**config.mk**
```make
export PLATFORM = sky130hd
export DESIGN_NAME = select_pulse_gen
export DESIGN_NICKNAME = d
export VERILOG_FILES = /design/src/rtl/select_pkg.sv /design/src/rtl/btn_sync.sv /design/src/rtl/select_pulse_gen.sv
export SDC_FILE = /design/constraint.sdc
export NUM_CORES = 1
export LEC_CHECK = 0
export ABC_CLOCK_PERIOD_IN_PS = 2750
export CAP_MARGIN = 20
export CORE_MARGIN = 1
export CORE_UTILIZATION = 40
export CTS_BUF_LIST = sky130_fd_sc_hd__clkbuf_16
export DETAILED_ROUTE_END_ITERATION = 8
export SYNTH_ARGS = -nofsm -noshare
export SYNTH_HDL_FRONTEND = slang
export SYNTH_SLANG_ARGS = --single-unit
```
**constraint.sdc**
```tcl
create_clock -name clk -period 2.75 [get_ports clk]
set_clock_uncertainty 0.1 [all_clocks]
set_input_delay 0.55 -clock clk [delete_from_list [all_inputs] [get_ports clk]]
set_output_delay 0.55 -clock clk [all_outputs]
set_load 0.01 [all_outputs]
```
**src/rtl/select_pkg.sv**
```systemverilog
// Shared types and default timing constants for the select-button front end.
package select_pkg;

    typedef enum logic [2:0] {
        IDLE,
        DEB_PRESS,
        HELD,
        REPEAT,
        DEB_RELEASE
    } select_state_t;

    localparam int DEF_DEBOUNCE_CYCLES = 500000;
    localparam int DEF_REPEAT_EN       = 1;
    localparam int DEF_REPEAT_DELAY    = 50000000;
    localparam int DEF_REPEAT_PERIOD   = 20000000;

endpackage

```
**src/rtl/btn_sync.sv**
```systemverilog
// Two-flop synchronizer for an asynchronous board input, synchronous reset to 0.
module btn_sync (
    input  logic clk,
    input  logic reset,
    input  logic d,
    output logic q
);

    logic meta;

    always_ff @(posedge clk) begin
        if (reset) begin
            meta <= 1'b0;
            q    <= 1'b0;
        end else begin
            meta <= d;
            q    <= meta;
        end
    end

endmodule

```
**src/rtl/select_pulse_gen.sv**
```systemverilog
// Debounces a raw push-button and emits one-cycle select strobes, with optional auto-repeat.
module select_pulse_gen
    import select_pkg::*;
#(
    parameter int DEBOUNCE_CYCLES = DEF_DEBOUNCE_CYCLES,
    parameter int REPEAT_EN       = DEF_REPEAT_EN,
    parameter int REPEAT_DELAY    = DEF_REPEAT_DELAY,
    parameter int REPEAT_PERIOD   = DEF_REPEAT_PERIOD
) (
    input  logic clk,
    input  logic reset,
    input  logic btn_raw,
    output logic select_pulse,
    output logic btn_level,
    output logic repeat_active
);

    localparam int MAX_AB = (DEBOUNCE_CYCLES > REPEAT_DELAY) ? DEBOUNCE_CYCLES : REPEAT_DELAY;
    localparam int MAX_P  = (MAX_AB > REPEAT_PERIOD) ? MAX_AB : REPEAT_PERIOD;
    localparam int CW     = (MAX_P > 2) ? $clog2(MAX_P) : 1;

    localparam logic [CW-1:0] DEB_LAST = CW'(DEBOUNCE_CYCLES - 1);
    localparam logic [CW-1:0] DLY_LAST = CW'(REPEAT_DELAY - 1);
    localparam logic [CW-1:0] PER_LAST = CW'(REPEAT_PERIOD - 1);

    logic          s;
    select_state_t state, nxt_state;
    logic [CW-1:0] cnt, nxt_cnt;
    logic          pulse;

    btn_sync u_sync (
        .clk   (clk),
        .reset (reset),
        .d     (btn_raw),
        .q     (s)
    );

    // A low sample always wins over a terminal count, so a release never emits a pulse.
    always_comb begin
        nxt_state = state;
        nxt_cnt   = cnt + CW'(1);
        pulse     = 1'b0;
        case (state)
            IDLE: begin
                nxt_cnt = '0;
                if (s) nxt_state = DEB_PRESS;
            end
            DEB_PRESS: begin
                if (!s) begin
                    nxt_state = IDLE;
                    nxt_cnt   = '0;
                end else if (cnt == DEB_LAST) begin
                    nxt_state = HELD;
                    nxt_cnt   = '0;
                    pulse     = 1'b1;
                end
            end
            HELD: begin
                if (!s) begin
                    nxt_state = DEB_RELEASE;
                    nxt_cnt   = '0;
                end else if (REPEAT_EN != 0 && cnt == DLY_LAST) begin
                    nxt_state = REPEAT;
                    nxt_cnt   = '0;
                    pulse     = 1'b1;
                end
            end
            REPEAT: begin
                if (!s) begin
                    nxt_state = DEB_RELEASE;
                    nxt_cnt   = '0;
                end else if (cnt == PER_LAST) begin
                    nxt_cnt = '0;
                    pulse   = 1'b1;
                end
            end
            DEB_RELEASE: begin
                // A bounce back high resumes the hold and restarts the repeat delay.
                if (s) begin
                    nxt_state = HELD;
                    nxt_cnt   = '0;
                end else if (cnt == DEB_LAST) begin
                    nxt_state = IDLE;
                    nxt_cnt   = '0;
                end
            end
            default: begin
                nxt_state = IDLE;
                nxt_cnt   = '0;
            end
        endcase
    end

    always_ff @(posedge clk) begin
        if (reset) begin
            state         <= IDLE;
            cnt           <= '0;
            select_pulse  <= 1'b0;
            btn_level     <= 1'b0;
            repeat_active <= 1'b0;
        end else begin
            state         <= nxt_state;
            cnt           <= nxt_cnt;
            select_pulse  <= pulse;
            btn_level     <= (nxt_state == HELD) || (nxt_state == REPEAT) ||
                             (nxt_state == DEB_RELEASE);
            repeat_active <= (nxt_state == REPEAT);
        end
    end

endmodule
```
==> flow_metrics.env <==
export IMPL_design_core_area_um2=4380
export IMPL_fmax_ghz=0.425
export IMPL_maxCapViolations=0
export IMPL_slew_headroom_pct=50.4
export IMPL_cts_made_buffers=5
export IMPL_num_vias=1700
export IMPL_ys_top_cells_by_area="dfxtp_1 (37%), a31oi_1 (6.1%), a32oi_1 (5.2%)"
export IMPL_totalWireLength_mm=4.49
export IMPL_h_tree_depth=2
export IMPL_outcome="completed"
export IMPL_synth_cell_types=43
export IMPL_cts_sinks=34
export IMPL_wl_per_cell_um=17.2
export IMPL_syn_to_final_growth_pct=11.8
export IMPL_period_needed_ns=2.35
export IMPL_post_cts_buffers=0
export IMPL_hold_viol=0
export IMPL_setup_viol=0
export IMPL_drive_gt1_share_pct=9.57
export IMPL_critical_path_required_ns=2.79
export IMPL_critPathLaunchType="register"
export IMPL_dp_hpwl_mm=2.94
export IMPL_cp_cell_sequence="or4b_4, or4_4, o21ai_4, buf_4, a32oi_1"
export IMPL_crit_fanout=26
export IMPL_grtUsageTotal_pct=19.5
export IMPL_drt_first_pass_iters=7
export IMPL_avgSynthCellArea_um2=8.92
export IMPL_antenna_cells=0
export IMPL_ff2ff_setup_slack_ns=0.40
export IMPL_placed_area_um2=1920
export IMPL_synth_edff_count=0
export IMPL_worstHoldPathCells=1
export IMPL_grt_first_pass_wirelength_mm=7.54
export IMPL_maxSlewViolCount=0
export IMPL_setup_tns_ns=0
export IMPL_cts_tree="yes"
export IMPL_synth_ff_type="dfxtp_1"
export IMPL_post_route_drc_count=0
export IMPL_globalplace_congestion=0.792
export IMPL_final_cell_area_um2=2050
export IMPL_rr_startpoint="cnt[22]"
export IMPL_path_class="register to register"
export IMPL_ys_top_cells_by_count="dfxtp_1 (34), a31oi_1 (18), a32oi_1 (11), nand2_1 (11)"
export IMPL_route_antenna_remaining_nets=0
export IMPL_cp_slowest_stage_delay_ns=0.59
export IMPL_portBuffers=5
export IMPL_critPathSlowestCell="or4_4"
export IMPL_crit_buf_inv=1
export IMPL_finalCritPeriodShare_pct=85.5
export IMPL_path_clk_slew_ns=0.05
export IMPL_synth_most_common_cell="dfxtp_1"
export IMPL_hold_class="register to register"
export IMPL_yosysWarningCount=0
export IMPL_r2r_end="cnt[25]"
export IMPL_crit_arrival_ns=2.39
export IMPL_peakVddDrop_v=0.000447
export IMPL_ff2ff_path_depth=5
export IMPL_ctsHoldBuffers=0
export IMPL_start_util_pct=41.9
export IMPL_worstHoldStart="u_sync.meta"
export IMPL_yosysTopAreaCell="dfxtp_1"
export IMPL_insertion_delay_ns=0.28
export IMPL_syn_inst=206
export IMPL_worst_slew_pin_slew_ns=0.737
export IMPL_io_pins=6
export IMPL_synth_nets=210
export IMPL_post_place_cells=253
export IMPL_grt_max_degree=27
export IMPL_std_cell_rows=24
export IMPL_grt_pass1_vias=1655
export IMPL_via_per_inst=6.51
export IMPL_die_h_um=69.8
export IMPL_ys_ff_latch=34
export IMPL_ys_seq_area_share_pct=37.0
export IMPL_antenna_found_initial=0
export IMPL_die_x_um=69.8
export IMPL_overflow=0
export IMPL_min_to="u_sync.q"
export IMPL_drt_iter0_markers=158
export IMPL_synth_async_reset_ratio_pct=0
export IMPL_clk_path_buf_depth=2
export IMPL_final_cells=261
export IMPL_power_leakage_nw=0.565
export IMPL_synth_top_area_share_pct=37.0
export IMPL_critical_path_top_delay_family="simple AND/OR/NAND/NOR gates"
export IMPL_syn_area_um2=1840
export IMPL_end_kind="register"
export IMPL_cts_root_buf="clkbuf_16"
export IMPL_die_area_um2=4870
export IMPL_rsz0062_at_grt="no"
export IMPL_finalNetCount=212
export IMPL_fillers=415
export IMPL_powerDensity_nw_per_um2=503
export IMPL_cts_resized=0
[cells by family after synthesis]
| family | synth area share, % |
|---|---|
| AO/OA/AOI/OAI | 20.5 |
| flip-flops | 37.0 |
| buffers and inverters | 5.24 |
| XOR/XNOR | 6.19 |
| adder cells (fa/ha/maj) | 0.681 |
| AND/OR/NAND/NOR | 30.4 |
[where the power goes]
group | switching (mW) | internal (mW)
Sequential | 0.00237 | 0.495
Clock | 0.201 | 0.327
Combinational | 0.00354 | 0.00548
Total | 0.207 | 0.827
[sequential cells by signal, indices dropped and copies added, names as in the netlist]
| register | count |
|---|---|
| cnt | 26 |
| u_sync.meta | 1 |
| state | 3 |
| btn_level | 1 |
| select_pulse | 1 |
| u_sync.q | 1 |
| repeat_active | 1 |
[metrics by stage]
| step | power [mW] | setup slack, ns | util (%) | hold WS (ns) |
|---|---|---|---|---|
| floorplan | 0.511 | 0.609 | - | 0.314 |
| global placement | 0.516 | 0.356 | 43.7 | 0.321 |
| detailed placement | 0.517 | 0.292 | 43.7 | 0.328 |
| CTS | 1.04 | 0.408 | 46.9 | 0.346 |
| global route | 1.06 | 0.301 | 46.9 | 0.373 |
| finish | 1.03 | 0.398 | 46.9 | 0.337 |
[layout by cell type (no fill, tap or decap), drive strengths merged, types with 6 or more instances in the layout]
| master | n |
|---|---|
| a31oi | 18 |
| a32oi | 11 |
| and4 | 6 |
| buf | 6 |
| dfxtp | 34 |
| nand2 | 11 |
| nand3 | 10 |
| nand4 | 8 |
| nor2 | 6 |
| nor4 | 8 |
| o21ai | 6 |
| o31ai | 8 |
| or3 | 8 |
| or4 | 9 |
| xnor2 | 9 |
[worst reg2reg max path: stages, from the launching register on]
cell and delay, ns:
dfxtp_1 0.34, or4b_4 0.56, or4_4 0.59, o21ai_4 0.16, buf_4 0.30, a32oi_1 0.17
[how the worst max path moves through the flow]
stage               slack (ns)     from      end  cells after the start
detailed placement        0.29    reset  cnt[25]                      5
finish                    0.40  cnt[22]  cnt[25]                      5
global route              0.30  cnt[13]  cnt[25]                      5
floorplan                 0.61  cnt[22]  cnt[21]                      5
CTS                       0.41  cnt[22]  cnt[25]                      5
global placement          0.36    reset  cnt[24]                      5
[layout make-up]
cell class              count  area, µm²  share of cell area, %
clock buffers               5        125                   6.09
clock inverters             3       12.5                  0.609
inverters                   4       15.0                  0.731
multi-input cells         152       1060                   51.6
flip-flops and latches     34        681                   33.1
well taps                  52       65.1                   3.17
repair buffers             11       95.1                   4.63
[metal layers]
layer / routed length [µm] / global-route usage, % / part of all wire [%]
met5: 0 / 0 / 0
met4: 76 / 10.7 / 1.7
met3: 238 / 4.07 / 5.3
met2: 2180 / 32.1 / 49
met1: 1990 / 23.8 / 44
Note: power is estimated with default switching activity, not from simulation.
